`src/rtl/i2c_master_pkg.sv`:
```
// rtl/i2c_master_pkg.sv - shared types and line-level helper for the I2C master byte controller
package i2c_master_pkg;

    localparam int QUARTERS = 4;

    typedef enum logic [1:0] {
        CMD_START = 2'b00,
        CMD_STOP  = 2'b01,
        CMD_WRITE = 2'b10,
        CMD_READ  = 2'b11
    } i2c_cmd_t;

    typedef enum logic [2:0] {
        ST_IDLE,
        ST_START,
        ST_STOP,
        ST_WBIT,
        ST_WACK,
        ST_RBIT,
        ST_RACK,
        ST_HOLD
    } i2c_state_t;

    // {scl, sda} for a given quarter of an action. START quarter 0 is not
    // covered here because it keeps whatever SCL level the bus already has.
    function automatic logic [1:0] line_drive(input i2c_state_t st,
                                              input logic [1:0] q,
                                              input logic       bit_val);
        logic [1:0] d;
        d = 2'b11;
        case (st)
            ST_START: begin
                case (q)
                    2'd2:    d = 2'b10;
                    2'd3:    d = 2'b00;
                    default: d = 2'b11;
                endcase
            end
            ST_STOP: begin
                case (q)
                    2'd0:    d = 2'b00;
                    2'd1:    d = 2'b10;
                    default: d = 2'b11;
                endcase
            end
            ST_WBIT, ST_WACK, ST_RBIT, ST_RACK: d = {(q != 2'd0), bit_val};
            default: d = 2'b11;
        endcase
        return d;
    endfunction

endpackage

```
`src/rtl/i2c_master_byte_ctrl_bit_timer.sv`:
```
// rtl/i2c_master_byte_ctrl_bit_timer.sv - quarter-period counter with SCL stretch hold
// Ports: clk, rst (async, active high); run enables counting (cleared when low);
// scl_sync is the synchronized SCL level; quarter is the current quarter index;
// quarter_done strobes on the last cycle of each quarter.
module i2c_bit_timer #(
    parameter int CLK_DIV = 4
) (
    input  logic       clk,
    input  logic       rst,
    input  logic       run,
    input  logic       scl_sync,
    output logic [1:0] quarter,
    output logic       quarter_done
);
    import i2c_master_pkg::*;

    localparam int            CW   = (CLK_DIV > 1) ? $clog2(CLK_DIV) : 1;
    localparam logic [CW-1:0] LAST = CW'(CLK_DIV - 1);

    logic [CW-1:0] cnt;
    logic          at_last;
    logic          stretched;

    assign at_last = (cnt == LAST);
    // Quarter 1 cannot end while the responder still holds SCL low; the
    // counter parks on its last count until the released level arrives.
    assign stretched    = (quarter == 2'd1) && !scl_sync;
    assign quarter_done = run && at_last && !stretched;

    always_ff @(posedge clk or posedge rst) begin
        if (rst) begin
            cnt     <= '0;
            quarter <= '0;
        end else if (!run) begin
            cnt     <= '0;
            quarter <= '0;
        end else if (quarter_done) begin
            cnt     <= '0;
            quarter <= (quarter == 2'(QUARTERS - 1)) ? 2'd0 : quarter + 2'd1;
        end else if (!at_last) begin
            cnt <= cnt + 1'b1;
        end
    end

endmodule

```
`src/rtl/i2c_master_byte_ctrl.sv`:
```
// rtl/i2c_master_byte_ctrl.sv - I2C master byte controller: START/STOP/byte write/byte read
// Ports: clk, rst (async, active high); cmd_valid/cmd_ready/cmd/wr_data/rd_nack
// command handshake; rsp_valid/rsp_data/rsp_ack/rsp_err one-cycle response;
// busy while the bus is owned; scl_i/sda_i bus levels; scl_o/sda_o open-drain
// controls (0 = pull low, 1 = release).
module i2c_master_byte_ctrl
    import i2c_master_pkg::*;
#(
    parameter int CLK_DIV    = 4,
    parameter int DATA_WIDTH = 8
) (
    input  logic                  clk,
    input  logic                  rst,
    input  logic                  cmd_valid,
    output logic                  cmd_ready,
    input  i2c_cmd_t              cmd,
    input  logic [DATA_WIDTH-1:0] wr_data,
    input  logic                  rd_nack,
    output logic                  rsp_valid,
    output logic [DATA_WIDTH-1:0] rsp_data,
    output logic                  rsp_ack,
    output logic                  rsp_err,
    output logic                  busy,
    input  logic                  scl_i,
    input  logic                  sda_i,
    output logic                  scl_o,
    output logic                  sda_o
);
    localparam logic [1:0] LAST_Q   = 2'(QUARTERS - 1);
    localparam logic [1:0] SAMPLE_Q = 2'd2;

    i2c_state_t            state;
    logic [1:0]            scl_ff, sda_ff;
    logic                  scl_sync, sda_sync;
    logic [1:0]            quarter;
    logic                  quarter_done;
    logic                  run;
    logic                  accept;
    logic                  cur_bit;
    logic [DATA_WIDTH-1:0] shift;
    logic [2:0]            bit_cnt;
    logic                  nack_r;
    logic                  sample;

    always_ff @(posedge clk or posedge rst) begin
        if (rst) begin
            scl_ff <= 2'b11;
            sda_ff <= 2'b11;
        end else begin
            scl_ff <= {scl_ff[0], scl_i};
            sda_ff <= {sda_ff[0], sda_i};
        end
    end
    assign scl_sync = scl_ff[1];
    assign sda_sync = sda_ff[1];

    assign run    = (state != ST_IDLE) && (state != ST_HOLD);
    assign accept = cmd_valid && cmd_ready;

    i2c_bit_timer #(.CLK_DIV(CLK_DIV)) u_timer (
        .clk          (clk),
        .rst          (rst),
        .run          (run),
        .scl_sync     (scl_sync),
        .quarter      (quarter),
        .quarter_done (quarter_done)
    );

    // SDA level for the bit currently on the wire.
    always_comb begin
        cur_bit = 1'b1;
        case (state)
            ST_WBIT: cur_bit = shift[DATA_WIDTH-1];
            ST_RACK: cur_bit = nack_r;
            default: cur_bit = 1'b1;
        endcase
    end

    always_ff @(posedge clk or posedge rst) begin
        if (rst) begin
            state     <= ST_IDLE;
            scl_o     <= 1'b1;
            sda_o     <= 1'b1;
            cmd_ready <= 1'b1;
            rsp_valid <= 1'b0;
            rsp_data  <= '0;
            rsp_ack   <= 1'b0;
            rsp_err   <= 1'b0;
            busy      <= 1'b0;
            shift     <= '0;
            bit_cnt   <= '0;
            nack_r    <= 1'b0;
            sample    <= 1'b1;
        end else begin
            rsp_valid <= 1'b0;
            if (rsp_valid) begin
                cmd_ready <= 1'b1;
            end
            case (state)
                ST_IDLE, ST_HOLD: begin
                    if (accept) begin
                        cmd_ready <= 1'b0;
                        if (cmd == CMD_START) begin
                            state <= ST_START;
                            sda_o <= 1'b1;
                            busy  <= 1'b1;
                        end else if (state == ST_IDLE) begin
                            // No bus to act on: answer immediately, stay idle.
                            rsp_valid <= 1'b1;
                            rsp_err   <= 1'b1;
                            rsp_data  <= '0;
                            rsp_ack   <= 1'b0;
                        end else if (cmd == CMD_STOP) begin
                            state          <= ST_STOP;
                            {scl_o, sda_o} <= 2'b00;
                        end else if (cmd == CMD_WRITE) begin
                            state          <= ST_WBIT;
                            shift          <= wr_data;
                            bit_cnt        <= 3'(DATA_WIDTH - 1);
                            {scl_o, sda_o} <= {1'b0, wr_data[DATA_WIDTH-1]};
                        end else begin
                            state          <= ST_RBIT;
                            nack_r         <= rd_nack;
                            bit_cnt        <= 3'(DATA_WIDTH - 1);
                            {scl_o, sda_o} <= 2'b01;
                        end
                    end
                end
                default: begin
                    if (quarter_done) begin
                        if (quarter == SAMPLE_Q) begin
                            sample <= sda_sync;
                            if (state == ST_RBIT) begin
                                shift <= {shift[DATA_WIDTH-2:0], sda_sync};
                            end
                        end
                        if (quarter != LAST_Q) begin
                            {scl_o, sda_o} <= line_drive(state, quarter + 2'd1, cur_bit);
                        end else begin
                            case (state)
                                ST_START: begin
                                    state     <= ST_HOLD;
                                    scl_o     <= 1'b0;
                                    rsp_valid <= 1'b1;
                                    rsp_err   <= 1'b0;
                                    rsp_data  <= '0;
                                    rsp_ack   <= 1'b0;
                                end
                                ST_STOP: begin
                                    state          <= ST_IDLE;
                                    {scl_o, sda_o} <= 2'b11;
                                    busy           <= 1'b0;
                                    rsp_valid      <= 1'b1;
                                    rsp_err        <= 1'b0;
                                    rsp_data       <= '0;
                                    rsp_ack        <= 1'b0;
                                end
                                ST_WBIT: begin
                                    if (bit_cnt == 3'd0) begin
                                        state          <= ST_WACK;
                                        {scl_o, sda_o} <= 2'b01;
                                    end else begin
                                        bit_cnt        <= bit_cnt - 3'd1;
                                        shift          <= {shift[DATA_WIDTH-2:0], 1'b0};
                                        {scl_o, sda_o} <= {1'b0, shift[DATA_WIDTH-2]};
                                    end
                                end
                                ST_RBIT: begin
                                    if (bit_cnt == 3'd0) begin
                                        state          <= ST_RACK;
                                        {scl_o, sda_o} <= {1'b0, nack_r};
                                    end else begin
                                        bit_cnt        <= bit_cnt - 3'd1;
                                        {scl_o, sda_o} <= 2'b01;
                                    end
                                end
                                ST_WACK: begin
                                    state     <= ST_HOLD;
                                    scl_o     <= 1'b0;
                                    rsp_valid <= 1'b1;
                                    rsp_err   <= 1'b0;
                                    rsp_data  <= '0;
                                    rsp_ack   <= !sample;
                                end
                                default: begin
                                    state     <= ST_HOLD;
                                    scl_o     <= 1'b0;
                                    rsp_valid <= 1'b1;
                                    rsp_err   <= 1'b0;
                                    rsp_data  <= shift;
                                    rsp_ack   <= 1'b0;
                                end
                            endcase
                        end
                    end
                end
            endcase
        end
    end

endmodule

```
`config.mk`:
```
export PLATFORM = sky130hd
export DESIGN_NAME = i2c_master_byte_ctrl
export DESIGN_NICKNAME = d
export VERILOG_FILES = /design/src/rtl/i2c_master_pkg.sv /design/src/rtl/i2c_master_byte_ctrl_bit_timer.sv /design/src/rtl/i2c_master_byte_ctrl.sv
export SDC_FILE = /design/constraint.sdc
export NUM_CORES = 1
export LEC_CHECK = 0
export BUFFER_PORTS_ARGS = -buffer_cell sky130_fd_sc_hd__clkbuf_2
export CORE_MARGIN = 4
export CORE_UTILIZATION = 30
export DETAILED_ROUTE_END_ITERATION = 6
export PLACE_DENSITY = 0.46
export SYNTH_ARGS = -nofsm -noshare
export SYNTH_HDL_FRONTEND = slang
export SYNTH_SLANG_ARGS = --single-unit
```
`constraint.sdc`:
```
create_clock -name clk -period 3 [get_ports clk]
set_clock_uncertainty 0.1 [all_clocks]
set_input_delay 0.75 -clock clk [delete_from_list [all_inputs] [get_ports clk]]
set_output_delay 0.75 -clock clk [all_outputs]
set_load 0.02 [all_outputs]
```
# After elaboration in Yosys (flattened, before gate mapping)
# Index checks and enable logic that the tools add are counted.
# totals
out_inout_bits,15
regBits,39
in_bits,16
word_cells,186
# op_classes
n_reduce_logical,31
eq_ne,33
add_sub_neg,3
mux,97
bitwise,5
# op_table
cell,n
two-way mux 8 bit,18
two-way mux 3 bit,19
two-way mux 1 bit,46
AND reduction 6 bit,4
"inequality test 2 bit, second input constant",9
case mux 8 bit (2 select lines),1
"== test 2 bit, second input constant",6
"== test 3 bit, second input constant",4
two-way mux 2 bit,6
"inequality test 3 bit, second input constant",3
case mux 3 bit (3 select lines),1
case mux 2 bit (2 select lines),2
AND reduction 4 bit,2
AND reduction 8 bit,1
nonzero test 2 bit,4
"== test 2 x 1 -> 1 bit, second input constant",3
"== test 3 x 2 -> 1 bit, second input constant",2
logical NOT 3 bit,2
"inequality test 2 x 1 -> 1 bit, second input constant",3
case mux 2 bit (3 select lines),1
logical AND 1 bit,5
inverter 1 bit,5
AND reduction 5 bit,1
nonzero test 5 bit,1
other kinds (14),20

# Longest topological paths before layout
# Gate-level depths: netlist (run 1).
# logic_depth
depth_word,8
mapped_depth,8
mapped_depth_nobuf,7

# Cells and area by module
# Synthesis (run 1) repeated with hierarchy kept, for this count alone.
# hier_totals
cells_unflattened,246
area_unflattened_um2,2296.0
# modules_own_cells
module,seq_area_each_um2,cells_each,area_per_inst_um2,instances
i2c_master_byte_ctrl,885.8,222,2063.2,1
i2c_bit_timer,100.1,24,232.7,1

# Worst setup path before layout (run 1)
# Ideal clock, no wire load.
# synth_timing
path_type,input to register
startpoint,in cmd[0]
endpoint,reg rsp_data[1]
setup_ns,0.135
path_buffers,1
required_ns,2.765
setup_slack_ns,0.708
path_stages,8
arrival_ns,2.057
path_cell_list,inv_1 ha_1 nor4_1 nand3_1 a22o_1 clkbuf_1 nand2_1 o21ai_0
# synth_between
elab_chain_len,3
# synth_lines
item,line_no,text
start: declaration,i2c_master_byte_ctrl.sv:16,"input i2c_cmd_t cmd,"
logical NOT 2 bit,i2c_master_byte_ctrl.sv:103,if (cmd == CMD_START) begin
inequality test 2 bit (no source line),n/a,
AND reduction 6 bit (no source line),n/a,
end signal: assignment,i2c_master_byte_ctrl.sv:190,rsp_data <= shift;
end: declaration,i2c_master_byte_ctrl.sv:20,"output logic [DATA_WIDTH-1:0] rsp_data,"
# Every way passes these cells.
# A chain may end at the register's enable or synchronous reset.

# Worst setup path in the final report (run 1)
# layout_timing
startpoint,reg state[2]
endpoint,reg state[1]
# layout_between
elab_chain_len,6
elab_cells_between_ends,22
cone_classes,eq/ne (10); mux (4); reduce/logical (8)
# layout_lines
item,line_no,text
start: declaration,i2c_master_byte_ctrl.sv:32,i2c_state_t state;
start signal: assignment,i2c_master_byte_ctrl.sv:81,state <= ST_IDLE;
start signal: assignment,i2c_master_byte_ctrl.sv:104,state <= ST_START;
start signal: assignment,i2c_master_byte_ctrl.sv:114,state <= ST_STOP;
"parallel branches: the longest is 6 deep, another holds == test 3 bit",n/a,
# Several ways; the timed one is not identified. The select of a mux whose other input is x is not followed.

==> results.sh, run 1 <==
export IMPL_htreeDepth=2
export IMPL_slew_viol_final=0
export IMPL_rr_worst_depth=6
export IMPL_synth_async_sr_flop_share=1.00
export IMPL_synth_edff_count=0
export IMPL_power_density_mw_per_mm2=994
export IMPL_worst_r2r_setup_slack_ns=0.57
export IMPL_final_net_count=291
export IMPL_routabilityCongestion=0.819
export IMPL_coreArea_mm2=0.00721
export IMPL_startpoint_type="register"
export IMPL_max_slew_worst_pin_slew_ns=0.845
export IMPL_r2r_end="state[1]"
export IMPL_drc=0
export IMPL_fin_crit_sh=0.811
export IMPL_postSynthAreaPerCell_um2=9.68
export IMPL_hold_buffers=0
export IMPL_tritoncts="yes"
export IMPL_row_count=31
export IMPL_numCtsBuffers=5
export IMPL_wl_per_cell_um=14.6
export IMPL_place_hpwl_um=3960
export IMPL_layout_common_cells="31 x dfrtp_1, 30 x clkbuf_2, 27 x nand2_1"
export IMPL_outcome="complete, no violations"
export IMPL_synthFlopType="dfrtp_1"
export IMPL_ioPinCount=31
export IMPL_drv_cap=0
export IMPL_slew_headroom=0.435
export IMPL_synth_area_mm2=0.00223
export IMPL_synth_compound_area_frac=0.230
export IMPL_worstSetupPathType="register to register"
export IMPL_yosysSeqAreaShare=0.443
export IMPL_post_route_min_period_ns=2.43
export IMPL_die_w_um=94.1
export IMPL_clk_latency_ns=0.29
export IMPL_seq_area_um2=986
export IMPL_synthAdderAreaFrac=0.0663
export IMPL_place_area_mm2=0.00250
export IMPL_rsz0062_at_grt="false"
export IMPL_cts_sinks=39
export IMPL_synth_simple_area_share=0.187
export IMPL_path_clk_slew_ns=0.08
export IMPL_synth_warnings=0
export IMPL_die_area_mm2=0.00886
export IMPL_synth_seq_cells=39
export IMPL_grt_pass1_vias=1719
export IMPL_post_cts_resized=0
export IMPL_antenna_found_initial=0
export IMPL_synth_mux_area_frac=0.0292
export IMPL_root_buffer="clkbuf_8"
export IMPL_fillers=776
export IMPL_hold_path_class="register to register"
export IMPL_fmax_mhz=411
export IMPL_multi_input_area_mm2=0.00114
export IMPL_setup_tns_ns=0
export IMPL_synth_xor_area_frac=0
export IMPL_ctsLongestPathBuffers=2
export IMPL_numPortBuffers=30
export IMPL_drtPass1Iterations=4
export IMPL_diodes=0
export IMPL_drt_wl_total_um=5320
export IMPL_drive_above_1_share=0.264
export IMPL_grt_max_degree=40
export IMPL_ir_drop_uv=305
export IMPL_grt_ovfl_total=0
export IMPL_initial_utilization=0.309
export IMPL_grt_pass1_wl_um=8930
export IMPL_holdPathStages=0
export IMPL_via_per_inst=4.98
export IMPL_synth_top_family_by_area="compound AO/OA/AOI/OAI gates"
export IMPL_endpoint_kind="register"
export IMPL_synth_cell_types=53
export IMPL_leakagePower_nw=1.14
export IMPL_syn_nets=257
export IMPL_die_y_um=94.1
export IMPL_setup_viol=0
export IMPL_cp_arrival_ns=2.55
export IMPL_required_ns=3.11
export IMPL_syn_inst=230
export IMPL_r2r_start="state[2]"
export IMPL_final_common_cell="dfrtp_1"
export IMPL_grt_usage=0.128
export IMPL_post_cts_setup_buffers=0
export IMPL_finalHoldViolCount=0
export IMPL_holdWs_ns=0.259
export IMPL_ant_nets=0
export IMPL_drt_iter0_drc=91
export IMPL_crit_fanout=8
export IMPL_postLayoutCellArea_mm2=0.00259
export IMPL_area_growth_pct=16.4
export IMPL_hold_path_end="scl_ff[1]"
export IMPL_hp_start="scl_ff[0]"
export IMPL_via_count=1812
registers in the layout, indices dropped and copies added, names as in the netlist:
signal,count
rsp_err,1
u_timer.quarter,2
state,3
sda_o,1
rsp_valid,1
scl_ff,2
nack_r,1
bit_cnt,3
sda_ff,2
scl_o,1
busy,1
shift,8
rsp_ack,1
cmd_ready,1
rsp_data,8
u_timer.cnt,2
sample,1
report_power, final:
part / internal, mW / total [mW] / leakage [nW] / switching (mW)
combinational: 0.503 / 1.29 / 0.627 / 0.786
sequential: 0.754 / 0.911 / 0.464 / 0.157
clock: 0.167 / 0.376 / 0.0443 / 0.210
area by class of cell:
class	instances	area share
Sequential cell	39	0.380
Inverter	12	0.0174
Clock buffer	5	0.0266
Timing Repair Buffer	37	0.0782
Clock inverter	3	0.00966
Tap cell	99	0.0478
Multi-Input combinational cell	169	0.440
cells in the mapped netlist (all sizes together), types with 2 or more instances:
master | number | area, um2
nor2 | 10 | 37.5
o22ai | 4 | 25.0
clkbuf | 6 | 22.5
mux2i | 2 | 20.0
o21ai | 20 | 100
a32oi | 2 | 17.5
or4b | 2 | 23.8
o22a | 2 | 17.5
nand2b | 3 | 18.8
dfstp | 8 | 210
o211ai | 4 | 30.0
a2bb2oi | 3 | 45.0
a21oi | 14 | 92.6
nand2 | 28 | 108
and2 | 2 | 12.5
or2 | 2 | 12.5
inv | 12 | 45.0
dfrtp | 31 | 776
mux2 | 4 | 45.0
buf | 4 | 32.5
a21o | 2 | 22.5
a22oi | 3 | 22.5
nand3 | 7 | 35.0
o21a | 2 | 15.0
ha | 11 | 138
a31oi | 6 | 37.5
o2bb2ai | 4 | 35.0
nor2b | 6 | 37.5
nor3 | 7 | 35.0
nor4 | 2 | 12.5
and3 | 3 | 23.8
metrics by stage:
stage                     worst slack (ns)  total power [mW]  instances   util
after detailed placement             0.410              2.23        356  0.346
after floorplan                      0.708              1.86        230      -
after global placement               0.500              2.22        356  0.346
after global routing                 0.351              2.79        364  0.359
final                                0.566              2.58        364  0.359
after CTS                            0.571              2.61        364  0.359
cell families after synthesis:
group,Yosys count
compound gates,72
fa+ha+maj,12
buf+inv,22
flops,39
mux,6
simple gates,79
critical path, stage by stage (launching register included):
cell and delay [ns]:
dfrtp_1 0.47, nor3_1 0.62, o211ai_1 0.24, buf_4 0.22, a32oi_1 0.28, and2b_2 0.23
mux2i_1 0.18
worst max-delay path by stage:
| stage | from | to | slack (ns) |
|---|---|---|---|
| after global routing | state[2] | rsp_data[3] | 0.35 |
| final | state[2] | state[1] | 0.57 |
| after detailed placement | cmd[0] | rsp_data[2] | 0.41 |
| after CTS | state[2] | state[1] | 0.57 |
| after floorplan | cmd[0] | rsp_data[1] | 0.71 |
| after global placement | cmd[1] | shift[2] | 0.50 |
layer usage:
layer | part of all wire | vias up | track usage
met5 | 0 | - | 0
met4 | 0.0058 | 0 | 0.0253
met1 | 0.49 | 855 | 0.182
met2 | 0.46 | 50 | 0.200
met3 | 0.041 | 2 | 0.0264
li1 | - | 905 | -
(Power assumes the default switching activity.)
==> run 2, diff against run 1 <==
==> constraint.sdc (replaced) <==
create_clock -name clk -period 2.49 [get_ports clk]
set_clock_uncertainty 0.1 [all_clocks]
set_input_delay 0.6225 -clock clk [delete_from_list [all_inputs] [get_ports clk]]
set_output_delay 0.6225 -clock clk [all_outputs]
set_load 0.02 [all_outputs]
==> results.sh, run 2 (synthesis results as in run 1) <==
export IMPL_setup_tns_ns=0
export IMPL_area_growth_pct=19.7
export IMPL_fin_crit_sh=0.925
export IMPL_worstSetupPathType="register to register"
export IMPL_required_ns=2.62
export IMPL_final_core_util=0.369
export IMPL_leakagePower_nw=1.18
export IMPL_row_count=31
export IMPL_ir_drop_uv=328
export IMPL_numCtsBuffers=5
export IMPL_grt_pass1_wl_um=9440
export IMPL_post_route_min_period_ns=2.30
export IMPL_drt_iter0_drc=115
export IMPL_antenna_found_initial=0
export IMPL_root_buffer="clkbuf_8"
export IMPL_grt_ovfl_total=0
export IMPL_fmax_mhz=434
export IMPL_drt_wl_total_um=5460
export IMPL_cp_arrival_ns=2.43
export IMPL_die_y_um=94.1
export IMPL_setup_viol=0
export IMPL_ioPinCount=31
export IMPL_place_area_mm2=0.00256
export IMPL_die_area_mm2=0.00886
export IMPL_hold_path_class="register to register"
export IMPL_cts_sinks=39
export IMPL_clk_latency_ns=0.30
export IMPL_rsz0062_at_grt="false"
export IMPL_finalHoldViolCount=0
export IMPL_crit_slowest_cell="or4b_4"
export IMPL_reg_top3="rsp_data x8, shift x8"
export IMPL_die_w_um=94.1
export IMPL_crit_buf_inv=2
export IMPL_outcome="complete, no violations"
export IMPL_ctsLongestPathBuffers=2
export IMPL_crit_fanout=7
export IMPL_placed_cells=365
export IMPL_endpoint_kind="register"
export IMPL_final_common_cell="dfrtp_1"
export IMPL_crit_chain="inv_1 -> ha_1 -> nor2b_1 -> or4b_4 -> buf_4 -> a21o_4 -> a21oi_4 -> a2bb2oi_2"
export IMPL_power_density_mw_per_mm2=1200
export IMPL_stdcell_count=373
export IMPL_grt_usage=0.133
export IMPL_place_hpwl_um=4100
export IMPL_drc=0
export IMPL_htreeDepth=2
export IMPL_ant_nets=0
export IMPL_path_clk_slew_ns=0.08
export IMPL_power_share_sequential=0.340
export IMPL_slowest_delay_ns=0.54
export IMPL_drv_cap=0
export IMPL_startpoint_type="register"
export IMPL_path_delay_family="simple AND/OR/NAND/NOR gates"
export IMPL_slew_viol_final=0
export IMPL_final_net_count=300
export IMPL_max_slew_worst_pin_slew_ns=0.858
export IMPL_numPortBuffers=30
export IMPL_holdWs_ns=0.258
export IMPL_via_count=1810
export IMPL_initial_utilization=0.309
export IMPL_routabilityCongestion=0.872
export IMPL_p_int_mw=1.80
export IMPL_p_sw_mw=1.40
export IMPL_grt_pass1_vias=1867
export IMPL_diodes=0
export IMPL_p_clk_frac=0.149
export IMPL_tritoncts="yes"
export IMPL_layout_common_cells="31 x dfrtp_1, 30 x clkbuf_2, 27 x nand2_1"
export IMPL_p_sw_frac=0.437
export IMPL_drtPass1Iterations=4
export IMPL_grt_max_degree=40
export IMPL_pwr_share_comb=0.511
export IMPL_via_per_inst=4.85
export IMPL_slew_headroom=0.426
export IMPL_wl_per_cell_um=14.6
export IMPL_coreArea_mm2=0.00721
export IMPL_drive_above_1_share=0.292
export IMPL_postLayoutCellArea_mm2=0.00267
run 2: cell count changes in the layout (fill, tap and decap cells not counted):
cell	previous run	this run
clkinv_4	2	1
a22o_1	1	0
a22o_2	0	1
buf_4	7	16
clkbuf_8	5	6
run 2: path summary, 6_finish.rpt:
check                                         from    endpoint  slack [ns]  cells after the start
worst max register to register  u_timer.quarter[1]    shift[4]        0.19                      8
worst min-delay path                     sda_ff[0]   sda_ff[1]        0.26                      0
max in group asynchronous                      rst   cmd_ready        1.60                      3
min in group asynchronous                      rst  bit_cnt[0]        0.31                      3
worst min register to register           sda_ff[0]   sda_ff[1]        0.26                      0
worst max-delay path            u_timer.quarter[1]    shift[4]        0.19                      8
run 2: area by class of cell:
type	count	area (um2)
well taps	99	124
inverters	12	45.0
repair buffers	46	270
clock inverters	2	16.3
flip-flops and latches	39	986
fillers	781	4550
clock buffers	6	82.6
multi-input cells	169	1140
run 2: worst reg2reg max path: cells and delay by family, from the launching register on:
kind	cells	cell delay (ns)
AND/OR/NAND/NOR	2	0.71
buffers and inverters	2	0.27
flip-flops	1	0.43
AO/OA/AOI/OAI	3	0.57
adder cells (fa/ha/maj)	1	0.17
run 2: per-layer routing:
| layer | up-vias | share of wire | track usage |
|---|---|---|---|
| met4 | 0 | 0.0088 | 0.0301 |
| met3 | 7 | 0.034 | 0.0313 |
| li1 | 914 | - | - |
| met2 | 28 | 0.47 | 0.216 |
| met5 | - | 0 | 0 |
| met1 | 861 | 0.49 | 0.179 |
run 2: per-stage QoR:
stage               worst slack (ns)  power, mW
finish                         0.188       3.20
global route                  0.0156       3.46
detailed placement         -0.000277       2.75
global placement               0.113       2.76
CTS                            0.174       3.24
floorplan                      0.326       2.24
run 2: power by group through the flow:
stage | clock (mW) | combinational [mW] | sequential, mW
after floorplan | 0 | 1.03 | 1.21
after global placement | 0 | 1.66 | 1.10
after detailed placement | 0 | 1.65 | 1.10
after CTS | 0.494 | 1.65 | 1.09
after global routing | 0.523 | 1.82 | 1.12
final | 0.476 | 1.64 | 1.09
run 2: timing repair:
action,4_1_cts,5_1_grt
endpoints found under the setup margin,0,1
buffers inserted,0,0
resized for setup,0,1
hold buffers,0,0
